`src/rtl/screen_mux_sync.sv`:
```
// Frame-synchronous priority selector for N screen generators, with optional blank frames
// between screens. Define SCREEN_MUX_FORCE_EN to add the force_en/force_idx override ports.
module screen_mux_sync #(
  parameter int unsigned       N            = 3,
  parameter int unsigned       RGB_W        = 3,
  parameter int unsigned       ADDR_W       = 11,
  parameter logic [RGB_W-1:0]  BG_COLOR     = 3'b001,
  parameter logic [RGB_W-1:0]  BLANK_COLOR  = 3'b000,
  parameter int unsigned       BLANK_FRAMES = 1
) (
  input  logic                clk,
  input  logic                rst_n,
  input  logic                frame_start,
  input  logic [N-1:0]        ce_in,
  input  logic [N*RGB_W-1:0]  rgb_in,
  input  logic [N*ADDR_W-1:0] addr_in,
`ifdef SCREEN_MUX_FORCE_EN
  input  logic                force_en,
  input  logic [2:0]          force_idx,
`endif
  output logic [RGB_W-1:0]    rgb,
  output logic [ADDR_W-1:0]   rom_addr,
  output logic [2:0]          sel_idx,
  output logic                sel_valid,
  output logic                busy
);

  localparam logic [1:0] StIdle  = 2'd0;
  localparam logic [1:0] StShow  = 2'd1;
  localparam logic [1:0] StBlank = 2'd2;

  localparam logic [3:0] CntInit = (BLANK_FRAMES == 0) ? 4'd0 : 4'(BLANK_FRAMES - 1);

  logic [1:0]        state_q, state_d;
  logic [2:0]        cur_q, cur_d;
  logic [3:0]        cnt_q, cnt_d;
  logic [RGB_W-1:0]  rgb_q, rgb_d;
  logic [ADDR_W-1:0] addr_q, addr_d;
  logic              valid_q, busy_q;

  logic              pend_valid;
  logic [2:0]        pend_idx;
  logic              changed;

  // Lowest enabled index wins; a force request overrides the enables entirely.
  always_comb begin
    pend_valid = 1'b0;
    pend_idx   = '0;
    for (int unsigned i = 0; i < N; i++) begin
      if (ce_in[i] && !pend_valid) begin
        pend_valid = 1'b1;
        pend_idx   = 3'(i);
      end
    end
`ifdef SCREEN_MUX_FORCE_EN
    if (force_en) begin
      pend_valid = ({29'd0, force_idx} < N);
      pend_idx   = pend_valid ? force_idx : 3'd0;
    end
`endif
  end

  // cur_q is held at zero outside StShow, so it doubles as the committed index.
  always_comb begin
    changed = (pend_valid != (state_q == StShow)) || (pend_valid && (pend_idx != cur_q));
  end

  always_comb begin
    state_d = state_q;
    cur_d   = cur_q;
    cnt_d   = cnt_q;
    if (frame_start) begin
      case (state_q)
        StBlank: begin
          if (cnt_q == 4'd0) begin
            state_d = pend_valid ? StShow : StIdle;
            cur_d   = pend_valid ? pend_idx : 3'd0;
          end else begin
            cnt_d = cnt_q - 4'd1;
          end
        end
        default: begin
          if (changed) begin
            if (BLANK_FRAMES == 0) begin
              state_d = pend_valid ? StShow : StIdle;
              cur_d   = pend_valid ? pend_idx : 3'd0;
            end else begin
              state_d = StBlank;
              cur_d   = 3'd0;
              cnt_d   = CntInit;
            end
          end
        end
      endcase
    end
  end

  // Output mux follows the next state so colour and status switch on the same edge.
  always_comb begin
    rgb_d  = BG_COLOR;
    addr_d = '0;
    case (state_d)
      StShow: begin
        for (int unsigned k = 0; k < N; k++) begin
          if (cur_d == 3'(k)) begin
            rgb_d  = rgb_in[k*RGB_W +: RGB_W];
            addr_d = addr_in[k*ADDR_W +: ADDR_W];
          end
        end
      end
      StBlank: rgb_d = BLANK_COLOR;
      default: ;
    endcase
  end

  always_ff @(posedge clk) begin
    if (!rst_n) begin
      state_q <= StIdle;
      cur_q   <= '0;
      cnt_q   <= '0;
      rgb_q   <= BG_COLOR;
      addr_q  <= '0;
      valid_q <= 1'b0;
      busy_q  <= 1'b0;
    end else begin
      state_q <= state_d;
      cur_q   <= cur_d;
      cnt_q   <= cnt_d;
      rgb_q   <= rgb_d;
      addr_q  <= addr_d;
      valid_q <= (state_d == StShow);
      busy_q  <= (state_d == StBlank);
    end
  end

  assign rgb       = rgb_q;
  assign rom_addr  = addr_q;
  assign sel_idx   = cur_q;
  assign sel_valid = valid_q;
  assign busy      = busy_q;

endmodule

```
`config.mk`:
```
export PLATFORM = sky130hd
export DESIGN_NAME = screen_mux_sync
export DESIGN_NICKNAME = d
export VERILOG_FILES = /design/src/rtl/screen_mux_sync.sv
export SDC_FILE = /design/constraint.sdc
export NUM_CORES = 1
export LEC_CHECK = 0
export ABC_AREA = 1
export CAP_MARGIN = 20
export CORE_UTILIZATION = 45
export CTS_CLUSTER_SIZE = 25
export DETAILED_ROUTE_END_ITERATION = 7
export HOLD_SLACK_MARGIN = 0.06
export PLACE_DENSITY = 0.82
export SYNTH_ARGS = -nofsm -noshare
export SYNTH_HDL_FRONTEND = slang
export SYNTH_SLANG_ARGS = --single-unit
```
`constraint.sdc`:
```
create_clock -name clk -period 4.3 [get_ports clk]
set_clock_uncertainty 0.2 [all_clocks]
set_input_delay 0.645 -clock clk [delete_from_list [all_inputs] [get_ports clk]]
set_output_delay 0.645 -clock clk [all_outputs]
set_load 0.02 [all_outputs]
```
# Yosys cells after proc, flatten, opt, wreduce, memory -nomap -nowiden
# Index checks and enable logic that the tools add are counted.
[classes] addsub=1 n_eq_ne=9 muxes=25 reduce_logical=11
[op_table] cell="$mux 11" count=3
[op_table] cell="$mux 3" count=9
[op_table] cell="$mux 4" count=3
[op_table] cell="$mux 2" count=4
[op_table] cell="$pmux 3 s2" count=1
[op_table] cell="$mux 1" count=5
[op_table] cell="$eq 2x1->1 const B" count=2
[op_table] cell="$eq 2x2->1 const B" count=2
[op_table] cell="$logic_not 4->1" count=1
[op_table] cell="$sub 4x1->4 const B" count=1
[op_table] cell="$eq 3x1->1 const B" count=1
[op_table] cell="$eq 3x2->1 const B" count=1
[op_table] cell="$logic_and 1x1->1" count=3
[op_table] cell="$logic_not 3->1" count=1
[op_table] cell="$ne 3x3->1" count=1
[op_table] cell="$reduce_and 3->1" count=1
[op_table] cell="$logic_not 1->1" count=2
[op_table] cell="$ne 2x2->1 const B" count=1
[op_table] cell="$reduce_and 2->1" count=1
[op_table] cell="$reduce_bool 2->1" count=1
[op_table] cell="$logic_or 1x1->1" count=1
[op_table] cell="$ne 1x1->1" count=1
[word_totals] regBits=25 in_bits=48 out_inout_bits=19 wordCells=53

# Longest topological paths before layout
[logic_depth] depth_word=18 ltp_mapped=17

# Worst setup path before layout
# Ideal clock, no wire load.
[synth_path] path_kind="input -> register" from="input ce_in[1]" to="register rgb_q[1] (netlist: rgb[1])" arrival_ns=2.288 t_required_ns=4.044 path_slack_ns=1.756 path_stages=15 cell_sequence="nor2_2 > nand2_1 > nand2_1 > nand2_1 > nand2_1 > nand2_2 > nor2_1 > nand2_1 > o21ai_1 > nor2_1 > ha_1 > or2_2 > a21oi_1 > nand2_1 > inv_1"
[synth_via] elab_cells_between_ends=30 classes_between="eq/ne (6); mux (18); reduce/logical (6)"
[synth_lines] item="from (decl)" line_no="14" source="input logic [N-1:0] ce_in,"
[synth_lines] item="$logic_and 1x1->1 *" line_no="50" source="if (ce_in[i] && !pend_valid) begin"
[synth_lines] item="$mux 1" line_no="50"
[synth_lines] item="$logic_not 1->1" line_no="50"
[synth_lines] item="$logic_and 1x1->1" line_no="50"
[synth_lines] item="$mux 3" line_no="50"
[synth_lines] item="$ne 3x3->1" line_no="65" source="changed = (pend_valid != (state_q == StShow)) || (pend_valid && (pend_idx != cur_q));"
[synth_lines] item="$logic_and 1x1->1" line_no="65"
[synth_lines] item="$logic_or 1x1->1" line_no="65"
[synth_lines] item="$mux 2" line_no="83" source="if (changed) begin"
[synth_lines] item="$mux 2 *" line_no="73" source="case (state_q)"
[synth_lines] item="$mux 2 *" line_no="72" source="if (frame_start) begin"
[synth_lines] item="net state_d[0]" line_no="34" source="logic [1:0] state_q, state_d;"
[synth_lines] item="$eq 2x2->1 / $eq 2x1->1 (equally long branches)" line_no="102" source="case (state_d)"
[synth_lines] item="$pmux 3 s2 *" line_no="102"
[synth_lines] item="to (signal assigned)" line_no="129" source="rgb_q <= rgb_d;"
[synth_lines] item="to (decl)" line_no="37" source="logic [RGB_W-1:0] rgb_q, rgb_d;"
# Mark *: on every way through the listed nets, which the timed path passes. The rest lies on a longest branch.
# A chain may end at the register's enable or synchronous reset.

# Worst setup path in the final report
# Same ends and word-level chain as after synthesis.

==> key figures <==
CTS
  – Post-CTS Setup Bufs: 0
  – CTS tree: yes
  – Post-cts repair resize count: 0
  – Worst-Skew Late Latency: 0.31 ns
  – CTS Root Cell: clkbuf_4
  – Clk pin slew, worst setup/hold paths: 0.13 ns
  – Hold_buf cts: 0
  – Clock Tree Buf Depth: 2
  – Total CTS buffers: 3
  – Clk sinks: 25
  – H-tree depth: 1

STA
  – Max Freq: 342 MHz
  – Slew @ Worst Pin: 0.824 ns
  – Slew headroom: 45.0%
  – Final slew viol count: 0
  – RSZ-0062 raised after global routing: false
  – Tmin final: 2.92 ns
  – Period utilization: 68.0%
  – Final Hold Fails: 0
  – Final TNS setup: 0 ns
  – Hold_ws: 0.245 ns
  – Final setup vio count: 0

Worst setup path
  – Critical Path AT: 2.99 ns
  – Critical Setup Path Class: in -> reg
  – Critical Path RT: 4.37 ns
  – Crit. End Element: register
  – Worst Setup Start Kind: primary input
  – Crit path max fanout: 6

Route
  – WL/cell: 10.2 um
  – DRC Markers: 0
  – DR vias: 1591
  – Routed WL: 3.47 mm
  – First-pass iteration count of the detailed router: 5
  – Post-DR vias/cell: 4.68
  – Final ANT Viol Nets: 0
  – 1st-iter DRT viols: 56

Power and ir drop
  – Clock share of power: 19.4%
  – Seq pwr share: 46.7%
  – Cell Pwr Density: 242 nW/um2
  – Leak: 1.01 nW
  – Sw power: 0.167 mW
  – Combinational fraction of design power: 33.9%
  – Worst vdd rail ir drop: 0.135 mV
  – Total internal power: 0.361 mW
  – Sw Ratio: 31.6%

Run
  – Max-cap violation count: 0

Global route
  – First-pass GRT wire length: 5.83 mm
  – Pin count of the biggest net entering global routing: 26
  – Grt total ovfl: 0
  – Vias in the first global route: 1371
  – All-Layer GR Usage: 21.3%
  – Initial antenna violation count: 0

Yosys
  – Seq/Total Area, Yosys: 33.1%
  – #FFs+latches synth: 25
  – Syn Std Cell Area: 1510 um2
  – Synthesized net count: 286
  – YS warnings: 0
  – Library cells used by synthesis: 27
  – Post-synthesis cell count: 235
  – Syn Area/Cell: 6.43 um2

Placed design
  – I/O Buffers: 66
  – HPWL after DPL: 2.71 mm
  – Routability Congestion: 0.865

Floorplan
  – Die Span X: 59.9 um
  – IO Pins: 67
  – Starting Density: 48.3%
  – Core box area: 3130 um2
  – Die height: 59.9 um
  – Site Rows: 20
  – Die area: 3590 um2

Finish
  – Most common cell after layout, fill and taps aside: clkdlybuf4s50_1
  – ANT cells: 0
  – Area Overhead vs Synth: 44.5%
  – Share of layout cells above drive strength 1: 8.45%
  – Nets@finish: 348
  – Most frequent cells in the layout: clkdlybuf4s50_1, nor2_1, nand2_1, inv_1, dfxtp_1

Worst hold path
  – Worst Hold Class: reg -> reg

Status
  – Status: complete, no violations
-- flip-flops by register name, summed over array words and instances (netlist names) --
name / count
sel_idx: 3
cnt_q: 4
busy: 1
sel_valid: 1
rgb: 3
state_q: 2
rom_addr: 11
-- critical path, cell delays in order --
cell and delay, ns:
clkdlybuf4s50_1 0.46, nor2_2 0.18, nand2_1 0.11, nand2_1 0.08
nor2_1 0.04, nand2_1 0.08, nand2_2 0.06, nor2_1 0.12
nand2_1 0.08, o21ai_1 0.22, nor2_1 0.12, ha_1 0.28
or2_2 0.29, a21oi_1 0.12, nand2_1 0.06, inv_1 0.04
-- area by class of cell --
cell class / instances / area, um2
Tap cell: 44 / 55.1
Multi-Input combinational cell: 164 / 801
Inverter: 37 / 139
Sequential cell: 25 / 500
Clock buffer: 4 / 26.3
Fill cell: 289 / 946
Timing Repair Buffer: 66 / 661
-- kinds of logic after synthesis --
| logic type | count (synthesis) | share of synthesized area, % |
|---|---|---|
| AOI/OAI and AO/OA | 27 | 9.45 |
| adders and majority gates | 3 | 2.49 |
| buffers and inverters | 46 | 13.8 |
| DFF | 25 | 33.1 |
| and+or+nand+nor | 134 | 41.1 |
-- metrics by stage --
step	instance area, um2	utilization, %	setup slack, ns	power, mW	instances
2_1_floorplan	1510	-	1.76	0.368	235
3_3_place_gp	2160	68.9	1.13	0.431	336
3_5_place_dp	2160	68.9	1.05	0.432	336
4_1_cts	2180	69.8	1.38	0.536	340
5_1_grt	2180	69.8	1.07	0.570	340
6_report	2180	69.8	1.38	0.529	340
-- final timing paths --
kind | from | endpoint | slack (ns) | cells past startpoint
max | ce_in[1] | rgb[1] | 1.38 | 16
min | cnt_q[0] | cnt_q[0] | 0.25 | 1
max reg2reg | cnt_q[0] | rom_addr[10] | 1.71 | 10
min reg2reg | cnt_q[0] | cnt_q[0] | 0.25 | 1
-- routing by layer --
metal	global-route usage [%]	vias to the layer above	share of wire, %
met5	0	-	0
li1	-	860	-
met1	27.2	680	45
met4	6.64	0	0.78
met3	3.46	2	5.6
met2	36.3	49	48
-- synthesized netlist by cell type --
cell | number | area [um2]
ha_1 | 3 | 37.5
nor2_1 | 54 | 203
o21ai_2 | 1 | 8.76
nand3_2 | 1 | 10.0
nand2_1 | 36 | 135
clkbuf_1 | 1 | 3.75
nor2_4 | 1 | 11.3
dfxtp_1 | 25 | 500
a31oi_1 | 1 | 6.26
or2_2 | 1 | 6.26
nand2_2 | 7 | 43.8
a21oi_1 | 5 | 25.0
o21ai_0 | 4 | 20.0
nor2_2 | 3 | 18.8
nor3_2 | 1 | 10.0
buf_4 | 3 | 22.5
nand3_1 | 9 | 45.0
o21ai_1 | 15 | 75.1
nor3_1 | 3 | 15.0
buf_6 | 3 | 33.8
or2_1 | 1 | 6.26
o21a_1 | 1 | 7.51
buf_2 | 2 | 10.0
inv_1 | 32 | 120
nand2_4 | 2 | 22.5
inv_2 | 5 | 18.8
nand4_1 | 15 | 93.8
-- power groups by stage --
stage / Combinational, mW / Clock (mW) / Sequential [mW]
finish: 0.179 / 0.102 / 0.247
detailed placement: 0.180 / 0 / 0.252
global route: 0.204 / 0.118 / 0.248
CTS: 0.181 / 0.109 / 0.247
floorplan: 0.109 / 0 / 0.258
global placement: 0.178 / 0 / 0.252
Power figures use the tool's default switching activity.
